===== config.mk =====
export PLATFORM = sky130hd
export DESIGN_NAME = bit_stuff_codec_flat
export DESIGN_NICKNAME = d
export VERILOG_FILES = /design/src/rtl/usb_pkg.sv /design/src/rtl/bit_stuff_codec_if.sv /design/src/rtl/bit_stuff_codec_ones_run_counter.sv /design/src/rtl/bit_stuff_codec.sv /design/src/flat_wrapper.sv
export SDC_FILE = /design/constraint.sdc
export NUM_CORES = 1
export LEC_CHECK = 0
export CAP_MARGIN = 20
export CORE_AREA = 5 5 42 44
export CTS_BUF_LIST = sky130_fd_sc_hd__clkbuf_8
export CTS_CLUSTER_SIZE = 25
export DETAILED_ROUTE_END_ITERATION = 7
export DIE_AREA = 0 0 47 49
export PLACE_DENSITY = 0.72
export SLEW_MARGIN = 20
export SYNTH_ARGS = -nofsm -noshare
export SYNTH_HDL_FRONTEND = slang
export SYNTH_SLANG_ARGS = --single-unit

===== constraint.sdc =====
create_clock -name clk -period 1.6 [get_ports clk]
set_input_delay 0.16 -clock clk [delete_from_list [all_inputs] [get_ports clk]]
set_output_delay 0.16 -clock clk [all_outputs]
set_load 0.01 [all_outputs]

===== src/rtl/usb_pkg.sv =====
// Shared types and constants for the USB bit-stuffing codec.
package usb_pkg;

  typedef enum logic [1:0] {
    IDLE   = 2'd0,
    ACTIVE = 2'd1,
    STUFF  = 2'd2,
    ERR    = 2'd3
  } codec_state_t;

  localparam int MODE_TX     = 0;
  localparam int MODE_RX     = 1;
  localparam int USB_MAX_RUN = 6;

  function automatic int run_cnt_w(input int max_run);
    return $clog2(max_run + 1);
  endfunction

endpackage


===== src/rtl/bit_stuff_codec_if.sv =====
// Serial bit-stream bundle between an upstream bit source and the stuffing codec.
interface bit_stuff_codec_if;

  logic start;
  logic last;
  logic in_valid;
  logic bit_in;
  logic bit_out;
  logic out_valid;
  logic stall;
  logic stuff_err;
  logic done;

  modport master (
    output start, last, in_valid, bit_in,
    input  bit_out, out_valid, stall, stuff_err, done
  );

  modport slave (
    input  start, last, in_valid, bit_in,
    output bit_out, out_valid, stall, stuff_err, done
  );

endinterface


===== src/rtl/bit_stuff_codec_ones_run_counter.sv =====
// Consecutive-ones run counter, saturating at MAX_RUN; clr+inc together loads 1.
// Registered count, flags are combinational from the count; no backpressure.
module ones_run_counter
  import usb_pkg::*;
#(
  parameter int MAX_RUN = USB_MAX_RUN
) (
  input  logic clk,
  input  logic rst,
  input  logic inc,
  input  logic clr,
  output logic at_max,
  output logic near_max
);

  localparam int CW = run_cnt_w(MAX_RUN);

  logic [CW-1:0] r_cnt;

  always_ff @(posedge clk or posedge rst) begin
    if (rst) begin
      r_cnt <= '0;
    end else if (clr && inc) begin
      r_cnt <= CW'(1);
    end else if (clr) begin
      r_cnt <= '0;
    end else if (inc && (r_cnt != CW'(MAX_RUN))) begin
      r_cnt <= r_cnt + CW'(1);
    end
  end

  assign at_max   = (r_cnt == CW'(MAX_RUN));
  assign near_max = (r_cnt == CW'(MAX_RUN - 1));

endmodule


===== src/rtl/bit_stuff_codec.sv =====
// USB bit-stuffing codec: MODE_TX inserts a 0 after MAX_RUN ones (stalling upstream one cycle),
// MODE_RX drops that 0 and flags violations. Output latency 1 cycle; done 1 cycle after last output.
module bit_stuff_codec
  import usb_pkg::*;
#(
  parameter int MAX_RUN = USB_MAX_RUN,
  parameter int MODE    = MODE_TX
) (
  input  logic                clk,
  input  logic                rst,
  bit_stuff_codec_if.slave    bus
);

  localparam bit IS_RX = (MODE == MODE_RX);

  codec_state_t r_state;
  codec_state_t w_state_nxt;

  logic r_bit;
  logic r_vld;
  logic r_err;
  logic r_done;
  logic r_done_pend;
  logic r_stuff_last;

  logic w_bit_nxt;
  logic w_vld_nxt;
  logic w_err_nxt;
  logic w_done_pend_nxt;
  logic w_stuff_last_nxt;
  logic w_inc;
  logic w_clr;
  logic w_at_max;
  logic w_near_max;
  logic w_stall;
  logic w_take;
  logic w_run_near;
  logic w_run_max;

  ones_run_counter #(
    .MAX_RUN (MAX_RUN)
  ) u_run (
    .clk      (clk),
    .rst      (rst),
    .inc      (w_inc),
    .clr      (w_clr),
    .at_max   (w_at_max),
    .near_max (w_near_max)
  );

  assign w_stall = !IS_RX && (r_state == STUFF);
  assign w_take  = bus.in_valid && !w_stall && (bus.start || (r_state == ACTIVE));

  // A start bit sees an empty run regardless of what the counter still holds.
  assign w_run_near = bus.start ? (MAX_RUN == 1) : w_near_max;
  assign w_run_max  = bus.start ? 1'b0 : w_at_max;

  always_ff @(posedge clk or posedge rst) begin
    if (rst) begin
      r_state <= IDLE;
    end else begin
      r_state <= w_state_nxt;
    end
  end

  always_comb begin
    w_state_nxt      = r_state;
    w_bit_nxt        = r_bit;
    w_vld_nxt        = 1'b0;
    w_err_nxt        = 1'b0;
    w_done_pend_nxt  = 1'b0;
    w_stuff_last_nxt = r_stuff_last;
    w_inc            = 1'b0;
    w_clr            = 1'b0;

    if (w_stall) begin
      // A start arriving during a stuff cycle abandons the stuff; the held bit is taken next cycle.
      if (bus.in_valid && bus.start) begin
        w_clr       = 1'b1;
        w_state_nxt = ACTIVE;
      end else begin
        w_bit_nxt       = 1'b0;
        w_vld_nxt       = 1'b1;
        w_clr           = 1'b1;
        w_state_nxt     = r_stuff_last ? IDLE : ACTIVE;
        w_done_pend_nxt = r_stuff_last;
      end
    end else if (w_take) begin
      w_clr = bus.start || !bus.bit_in;
      if (IS_RX && w_run_max) begin
        w_clr = 1'b1;
        if (bus.bit_in) begin
          w_err_nxt   = 1'b1;
          w_state_nxt = ERR;
        end else begin
          w_state_nxt     = bus.last ? IDLE : ACTIVE;
          w_done_pend_nxt = bus.last;
        end
      end else begin
        w_bit_nxt = bus.bit_in;
        w_vld_nxt = 1'b1;
        w_inc     = bus.bit_in;
        if (!IS_RX && bus.bit_in && w_run_near) begin
          w_state_nxt      = STUFF;
          w_stuff_last_nxt = bus.last;
        end else begin
          w_state_nxt     = bus.last ? IDLE : ACTIVE;
          w_done_pend_nxt = bus.last;
        end
      end
    end
  end

  always_ff @(posedge clk or posedge rst) begin
    if (rst) begin
      r_bit        <= 1'b0;
      r_vld        <= 1'b0;
      r_err        <= 1'b0;
      r_done       <= 1'b0;
      r_done_pend  <= 1'b0;
      r_stuff_last <= 1'b0;
    end else begin
      r_bit        <= w_bit_nxt;
      r_vld        <= w_vld_nxt;
      r_err        <= w_err_nxt;
      r_done       <= r_done_pend;
      r_done_pend  <= w_done_pend_nxt;
      r_stuff_last <= w_stuff_last_nxt;
    end
  end

  assign bus.bit_out   = r_bit;
  assign bus.out_valid = r_vld;
  assign bus.stall     = w_stall;
  assign bus.stuff_err = r_err;
  assign bus.done      = r_done;

endmodule


===== src/flat_wrapper.sv =====
// flat-port wrapper written by rule: the top's interface ports become plain ports
module bit_stuff_codec_flat import usb_pkg::*;
#(
  parameter int MAX_RUN = USB_MAX_RUN,
  parameter int MODE    = MODE_TX
)
  (clk, rst, bus_start, bus_last, bus_in_valid, bus_bit_in, bus_bit_out, bus_out_valid, bus_stall, bus_stuff_err, bus_done);
  bit_stuff_codec_if bus_i ();
  input  logic clk;
  input  logic rst;
  input wire logic [$bits(bus_i.start)-1:0] bus_start;
  input wire logic [$bits(bus_i.last)-1:0] bus_last;
  input wire logic [$bits(bus_i.in_valid)-1:0] bus_in_valid;
  input wire logic [$bits(bus_i.bit_in)-1:0] bus_bit_in;
  output wire logic [$bits(bus_i.bit_out)-1:0] bus_bit_out;
  output wire logic [$bits(bus_i.out_valid)-1:0] bus_out_valid;
  output wire logic [$bits(bus_i.stall)-1:0] bus_stall;
  output wire logic [$bits(bus_i.stuff_err)-1:0] bus_stuff_err;
  output wire logic [$bits(bus_i.done)-1:0] bus_done;
  assign bus_i.start = bus_start;
  assign bus_i.last = bus_last;
  assign bus_i.in_valid = bus_in_valid;
  assign bus_i.bit_in = bus_bit_in;
  assign bus_bit_out = bus_i.bit_out;
  assign bus_out_valid = bus_i.out_valid;
  assign bus_stall = bus_i.stall;
  assign bus_stuff_err = bus_i.stuff_err;
  assign bus_done = bus_i.done;
  bit_stuff_codec #(.MAX_RUN(MAX_RUN), .MODE(MODE)) u_core (.clk(clk), .rst(rst), .bus(bus_i));
endmodule

==> reports/metrics.json <==
{
  "overall_fraction_of_global_route_tracks_in_use_pct": 11.7,
  "synth_top_flop_cell": "sky130_fd_sc_hd__dfrtp_1",
  "number_of_antenna_violations_at_the_first_check_in_global_routing": 0,
  "critPathCaptureType": "primary output",
  "cts_made_buffers": 3,
  "final-hold-violation-count": 0,
  "synth_simple_gate_area_share_pct": 21.3,
  "drive_above_1_share_pct": 16.5,
  "ys.warnings.count": 0,
  "dpl-instance-area_sq_um": 724,
  "diodes": 0,
  "ir_worst_vdd_mv": 0.305,
  "cts-root-buf": "sky130_fd_sc_hd__clkbuf_8",
  "fmax_ghz": 0.726,
  "cp_slowest_cell": "sky130_fd_sc_hd__dfrtp_1",
  "power_per_cell_area_mw_per_mm2": 917,
  "report.final.setup_viol": 0,
  "ys_top_cells_by_count": "sky130_fd_sc_hd__dfrtp_1, sky130_fd_sc_hd__nand2_1, sky130_fd_sc_hd__a21oi_1",
  "multi_input_comb_area_sq_um": 308,
  "tritoncts_clock_tree": "yes",
  "critPathTopFamily": "flip-flops",
  "coreArea_sq_mm": 0.00140,
  "drt_first_pass_iters": 4,
  "top_level_ports": 11,
  "syn_inst": 66,
  "synth_top_area_share_pct": 40.5,
  "synthesis.area_sq_um": 618,
  "hold_path_class": "in2async",
  "placement.io_buffers": 9,
  "power.share.clock_pct": 35.2,
  "post_drt_via_cell_ratio": 5.39,
  "clkLatencyLatePin_ps": 230,
  "drv_slew": 0,
  "synth_seq_area_share_pct": 40.5,
  "synth_compound_area_share_pct": 20.0,
  "grt_pass1_vias": 437,
  "synth_fp_nets": 75,
  "placementRows": 14,
  "fin_tns_setup_ps": 0,
  "final.period_utilization_pct": 86.1,
  "chipHeight_um": 49,
  "synth_adder_area_share_pct": 6.07,
  "cap_viol_max_count": 0,
  "rsz0062_at_grt": "no",
  "floorplan.initialDensity_pct": 44.1,
  "grt_pass1_wl_um": 1870,
  "numPlacedInstances": 92,
  "clock_sinks": 10,
  "path_cells": "nand2b_2 -> inv_2 -> dlygate4sd2_1",
  "synth_async_sr_flop_share_pct": 100,
  "dr_vias": 512,
  "outcome": "finished clean",
  "swShare_pct": 25.5,
  "cp.required_ps": 1440,
  "post_synth_main_area_contributors": "sky130_fd_sc_hd__dfrtp_1, sky130_fd_sc_hd__ha_1, sky130_fd_sc_hd__buf_6, sky130_fd_sc_hd__a21oi_1, sky130_fd_sc_hd__nand2_1",
  "finalClockSkew_ps": 0.753,
  "synth_xor_area_share_pct": 0,
  "ff_latch_area_sq_um": 251,
  "synth.most_common_cell": "sky130_fd_sc_hd__dfrtp_1",
  "post_drt_wl_per_cell_um": 11.7,
  "htree_levels": 1,
  "route.final.wire_length_um": 1110,
  "bufs_on_longest_clock_path": 2,
  "leakage_nw": 0.360,
  "p_seq_share_pct": 43.0,
  "gr-total-overflow": 0,
  "synthToLayoutAreaGrowth_pct": 23.9,
  "maximum_number_of_pins_on_one_net_before_global_route_repair": 11,
  "timing.critical_path.buf_inv": 2,
  "final_nets": 90,
  "initialDrtViolationCount": 4,
  "min_clock_period_post_route_ps": 1380,
  "synthMuxAreaShare_pct": 1.82,
  "cts.clk_slew.worst_paths_ps": 40,
  "layout.cell_area.non_filler_sq_um": 766,
  "net-switching-power_mw": 0.179,
  "synth-edff-count": 0,
  "gp_congestion": 0.853,
  "critical_path.max_stage_delay_ps": 390,
  "setup.worst_path.class": "reg2out",
  "synth_seq_cells": 10,
  "drc": 0,
  "n_fill_cell": 132,
  "comb_power_share_pct": 21.8,
  "cellInternalPower_mw": 0.523,
  "fin_cells": 95,
  "synth_largest_area_cell": "sky130_fd_sc_hd__dfrtp_1",
  "cts_setup_buffers": 0,
  "die_area_sq_mm": 0.00230,
  "ys_types": 29,
  "synth_top_family_by_area": "simple AND/OR/NAND/NOR gates",
  "crit_path_start_kind": "flip-flop",
  "syn_avg_cell_area_sq_um": 9.37,
  "antenna_left": 0,
  "die_width_um": 47,
  "cp_data_arrival_time_ps": 1220,
  "detailedPlacementHpwl_um": 870,
  "worstPathMaxFanout": 5
}
## per-stage QoR
stage	setup slack, ps	power (mW)	util (%)	hold WS [ps]
4_1_cts	211	0.714	54.6	200
6_report	222	0.702	54.6	197
5_1_grt	148	0.747	54.6	238
3_5_place_dp	105	0.458	51.7	337
2_1_floorplan	291	0.406	-	0.178
3_3_place_gp	132	0.456	51.7	338
## cell type report
type	count	area share [%]
flip-flops and latches	10	32.8
repair buffers	14	16.5
multi-input cells	47	40.2
clock buffers	3	5.39
well taps	16	2.61
inverters	5	2.45
## power groups by stage
stage          Combinational, mW  Clock, mW  Sequential (mW)
2_1_floorplan              0.102          0            0.304
3_3_place_gp               0.150          0            0.306
3_5_place_dp               0.154          0            0.305
4_1_cts                    0.153      0.258            0.302
5_1_grt                    0.172      0.270            0.305
6_report                   0.153      0.247            0.302
## sequential cells by signal, indices dropped and copies added, names as in the netlist
register,count
u_core.bus.done,1
u_core.bus.out_valid,1
u_core.u_run.r_cnt,3
u_core.r_stuff_last,1
u_core.r_state,2
u_core.bus.bit_out,1
u_core.r_done_pend,1
## path summary, 6_finish.rpt
check,cells after the start,endpoint,slack (ps),from
hold reg to reg,0,u_core.bus.done$_DFF_PP0_,350,u_core.r_done_pend$_DFF_PP0_
max in group asynchronous,2,u_core.r_state[1]$_DFFE_PP0P_,1120,rst
hold / removal,2,u_core.r_stuff_last$_DFFE_PP0P_,200,rst
min in group clk,0,u_core.bus.done$_DFF_PP0_,350,u_core.r_done_pend$_DFF_PP0_
setup reg to reg,4,u_core.r_stuff_last$_DFFE_PP0P_,230,u_core.r_state[1]$_DFFE_PP0P_
setup / recovery,3,bus_stall,220,u_core.r_state[0]$_DFFE_PP0P_
## cells in the final DEF (no fill, tap or decap), drive strengths merged, types with 2 or more instances in the layout
cell type	instances
nor3	3
nor2	4
dfrtp	10
inv	5
nand2	8
nor2b	3
ha	3
buf	5
o21bai	2
a311oi	2
nand4	2
clkdlybuf4s50	8
a21oi	6
clkbuf	3
## per-layer routing
layer  track usage (%)  up-vias  wire [um]
met5                 0        -          0
li1                  -      260          -
met3              2.58        5         66
met4              11.1        0         51
met2              14.9       16        483
met1              15.3      231        505
## timing repair
| item | in CTS | in global routing |
|---|---|---|
| endpoints found under the setup margin | 1 | 0 |
| hold buffers | 0 | 0 |
| gates resized for setup | 2 | 0 |
| hold endpoints to repair | 0 | 0 |
## cell families (layout without fill, tap and decap cells)
group                    Yosys count  in the layout
other                              1              1
adder cells (fa/ha/maj)            3              3
flip-flops                        10             10
multiplexers                       1              1
AO/OA/AOI/OAI                     18             18
buffers and inverters              9             22
AND/OR/NAND/NOR                   24             24
No activity file was read; power rests on OpenSTA's default activity.
==> RTL edit 1: new RTL, same settings <==
The 4 states of `codec_state_t` get a one-hot encoding in 4 bits.
--- a/src/rtl/usb_pkg.sv
+++ b/src/rtl/usb_pkg.sv
@@ -3,7 +3,7 @@
 
-  typedef enum logic [1:0] {
-    IDLE   = 2'd0,
-    ACTIVE = 2'd1,
-    STUFF  = 2'd2,
-    ERR    = 2'd3
+  typedef enum logic [3:0] {
+    IDLE   = 4'b0001,
+    ACTIVE = 4'b0010,
+    STUFF  = 4'b0100,
+    ERR    = 4'b1000
   } codec_state_t;
Check against the original RTL: same outputs for any inputs over 10 cycles, from zero or initial values and one cycle with rst high; not proved beyond that.
==> RTL edit 1 against the original RTL <==
  * Synthesized area is 19% higher
  * Critical endpoint is now u_core.r_state[1]$_DFFE_PP0P_
  * Highest routed layer unchanged
  * Wire length is 31% higher
  * Cell area is 16% higher
  * Critical path depth is 1 higher
  * Register-to-register slack worse by 0.13 ns
  * Setup slack worse by 0.13 ns
  * Hold slack better by 0.013 ns
  * Synthesized cell count is 11% higher
  * Power is 14% higher
  * Sequential cell count is 1 higher
==> RTL edit 1: results <==
export IMPL_htree_levels=1
export IMPL_antenna_found_initial=0
export IMPL_antenna_cells=0
export IMPL_clock_latency_ns=0.24
export IMPL_synth_area_leaders="dfrtp_1 34%, ha_1 5.1%, nand2_1 5.1%"
export IMPL_critical_path_arrival_ns=1.64
export IMPL_synth_seq_area_share_pct=37.5
export IMPL_stdcell_area_um2=888
export IMPL_dr_first_iter_drc_count=10
export IMPL_placed_area_um2=845
export IMPL_num_vias=582
export IMPL_grt_usage_pct=14.7
export IMPL_preCtsSetupSlack_ns=-0.0112
export IMPL_layout_drive_gt1_share_pct=21.8
export IMPL_reg2reg_depth=4
export IMPL_numCtsBuffers=3
export IMPL_reg_top3="u_core.r_state x3, u_core.u_run.r_cnt x3"
export IMPL_finClkSkew_ns=0.00509
export IMPL_ys_warn_count=0
export IMPL_ys_types=40
export IMPL_cpLargestDelayFamily="flip-flops"
export IMPL_fillers=131
export IMPL_synth_main_ff_cell="dfrtp_1"
export IMPL_setup_slack_ns=0.0971
export IMPL_synthTopCellsByCount="10 x dfrtp_1, 10 x nand2_1, 6 x inv_1"
export IMPL_hold_path_class="in -> async"
export IMPL_critPathMaxFanout=8
export IMPL_grt_pass1_vias=544
export IMPL_place_gp_congestion=0.930
export IMPL_path_clk_slew_ns=0.05
export IMPL_vdd_drop_max_mv=0.500
export IMPL_wl_mm=1.45
export IMPL_cts_setup_buffers=0
export IMPL_post_drt_wl_per_cell_um=14.0
export IMPL_nets=97
export IMPL_power_leakage_nw=0.400
export IMPL_async_flop_share_pct=100
export IMPL_grt_max_degree=12
export IMPL_status="finished, final reports clean"
export IMPL_io_buffer_count=9
export IMPL_first_pass_iters=4
export IMPL_critPathLaunch="u_core.r_state[0]$_DFFE_PP1P_"
export IMPL_syn_inst=73
export IMPL_place_hpwl_mm=1.13
export IMPL_r2r_end="u_core.r_state[1]$_DFFE_PP0P_"
export IMPL_post_cts_resize_count=1
export IMPL_grt_pass1_wl_mm=2.39
export IMPL_worstSetupPathType="reg -> reg"
export IMPL_crit_path_max_incr_delay_ns=0.64
export IMPL_syn_num_nets=82
export IMPL_dp_cells=99
export IMPL_crit_path_top_delay_cell="dfstp_2"
export IMPL_holdWs_ns=0.210
export IMPL_clockRootBuffer="clkbuf_8"
RTL edit 1: cell families after synthesis:
group,after synthesis,share of synthesized area (%)
buf+inv,11,9.66
compound gates,20,23.1
other cells,1,0.508
flops,11,37.5
simple gates,25,21.4
mux,1,1.53
fa+ha+maj,4,6.44
RTL edit 1: routing by layer:
layer | up-vias | GRT usage, % | share of wire (%)
li1 | 285 | - | -
met1 | 278 | 16.9 | 39
met2 | 14 | 23.1 | 53
met3 | 5 | 4.43 | 5.3
met4 | 0 | 8.29 | 2.3
met5 | - | 0 | 0
RTL edit 1: layout make-up:
type	instances	area share, %
repair buffers	15	15.1
multi-input cells	51	43.9
flip-flops and latches	11	31.1
well taps	16	2.25
clock buffers	3	4.65
inverters	6	2.54
clock inverters	1	0.423
RTL edit 1: where the power goes:
part	switching, mW	total (mW)	internal, mW
sequential	0.0321	0.343	0.311
clock	0.106	0.275	0.169
combinational	0.0909	0.180	0.0893
==> RTL edit 2: new RTL, same settings <==
Made on the original files. `USB_MAX_RUN`: 6 -> 7.
--- a/src/rtl/usb_pkg.sv
+++ b/src/rtl/usb_pkg.sv
@@ -12,3 +12,3 @@
   localparam int MODE_RX     = 1;
-  localparam int USB_MAX_RUN = 6;
+  localparam int USB_MAX_RUN = 7;
 
Behaviour: not the same (a bounded check fails within 10 cycles, from zero or initial values and one cycle with rst high).
==> RTL edit 2 against the original RTL <==
  * Hold slack lost 0.0013 ns
  * Setup slack lost 0.073 ns
  * Power grew 12%
  * Combinational power grew 14%
  * Sequential cell count is the same
  * Cell area grew 3.3%
  * Via count shrank 4.9%
  * Largest power group is now the clock network
  * Critical endpoint is now u_core.r_stuff_last$_DFFE_PP0P_
  * Wire length grew 6.5%
  * Synthesized area shrank 0.20%
==> RTL edit 2: results <==
export IMPL_status="finished, final reports clean"
export IMPL_period_minus_slack_ns=1.45
export IMPL_area_share_clock_buf_inv_pct=6.96
export IMPL_r2r_slack_ns=0.15
export IMPL_critPathMaxFanout=6
export IMPL_dr_first_iter_drc_count=2
export IMPL_finClkSkew_ns=0.00297
export IMPL_place_hpwl_um=983
export IMPL_grt_pass1_wl_mm=1.97
export IMPL_first_pass_iters=3
export IMPL_wl_mm=1.18
export IMPL_layout_drive_gt1_share_pct=22.2
export IMPL_synth_seq_area_share_pct=40.6
export IMPL_nets=82
export IMPL_critical_path_arrival_ns=1.57
export IMPL_syn_inst=58
export IMPL_vdd_drop_max_mv=0.823
export IMPL_post_cts_resize_count=1
export IMPL_multi_input_gates=40
export IMPL_critPathLaunch="u_core.r_state[1]$_DFFE_PP0P_"
export IMPL_syn_num_nets=67
export IMPL_worstSetupEndpoint="u_core.r_stuff_last$_DFFE_PP0P_"
export IMPL_buffers=13
export IMPL_placed_area_um2=737
export IMPL_ys_types=31
export IMPL_synth_area_leaders="dfrtp_1 41%, ha_1 6.1%, a311oi_4 4.3%"
export IMPL_grt_usage_pct=12.1
export IMPL_power_leakage_nw=0.377
export IMPL_synthTopCellsByCount="10 x dfrtp_1, 5 x nand2_1, 4 x inv_1, 4 x o21ai_0"
export IMPL_preCtsSetupSlack_ns=0.0302
export IMPL_regArea_um2=250
RTL edit 2: report_power, final:
part	internal (mW)	leakage, nW	switching (mW)
Sequential	0.281	0.130	0.0232
Combinational	0.0907	0.218	0.0829
Clock	0.215	0.0288	0.0901
RTL edit 2: kinds of logic (layout without fill, tap and decap cells):
logic type                 after synthesis  in the layout  share of synthesized area, %
AOI/OAI and AO/OA                       18             18                          27.2
adders and majority gates                3              3                          6.09
buffers and inverters                    8             22                          6.69
DFF                                     10             10                          40.6
muxes                                    1              1                          1.83
other                                    1              1                         0.608
and+or+nand+nor                         17             17                          17.0
RTL edit 2: worst reg2reg max path, stage by stage (launching register included):
cell and delay (ns):
dfrtp_1 0.46, nor2b_4 0.27, a22oi_4 0.12, nor2_1 0.16, mux2_1 0.33
RTL edit 2: per-layer routing:
layer  global-route usage, %  part of all wire, %  vias up
met5                       0                    0        -
met4                    5.53                  1.4        0
met3                    6.27                  7.7        4
met2                    17.6                   50       12
met1                    14.3                   41      230
li1                        -                    -      241
RTL edit 2: how the worst min path moves through the flow:
stage                                 endpoint  slack (ns)  cells past startpoint                    startpoint
2_1_floorplan   u_core.bus.bit_out$_DFFE_PP0P_      0.0002                      1                           rst
3_3_place_gp         u_core.bus.done$_DFF_PP0_        0.34                      0  u_core.r_done_pend$_DFF_PP0_
3_5_place_dp         u_core.bus.done$_DFF_PP0_        0.33                      0  u_core.r_done_pend$_DFF_PP0_
4_1_cts          u_core.r_state[1]$_DFFE_PP0P_        0.21                      2                           rst
5_1_grt          u_core.r_state[1]$_DFFE_PP0P_        0.23                      2                           rst
6_report       u_core.r_stuff_last$_DFFE_PP0P_        0.20                      2                           rst
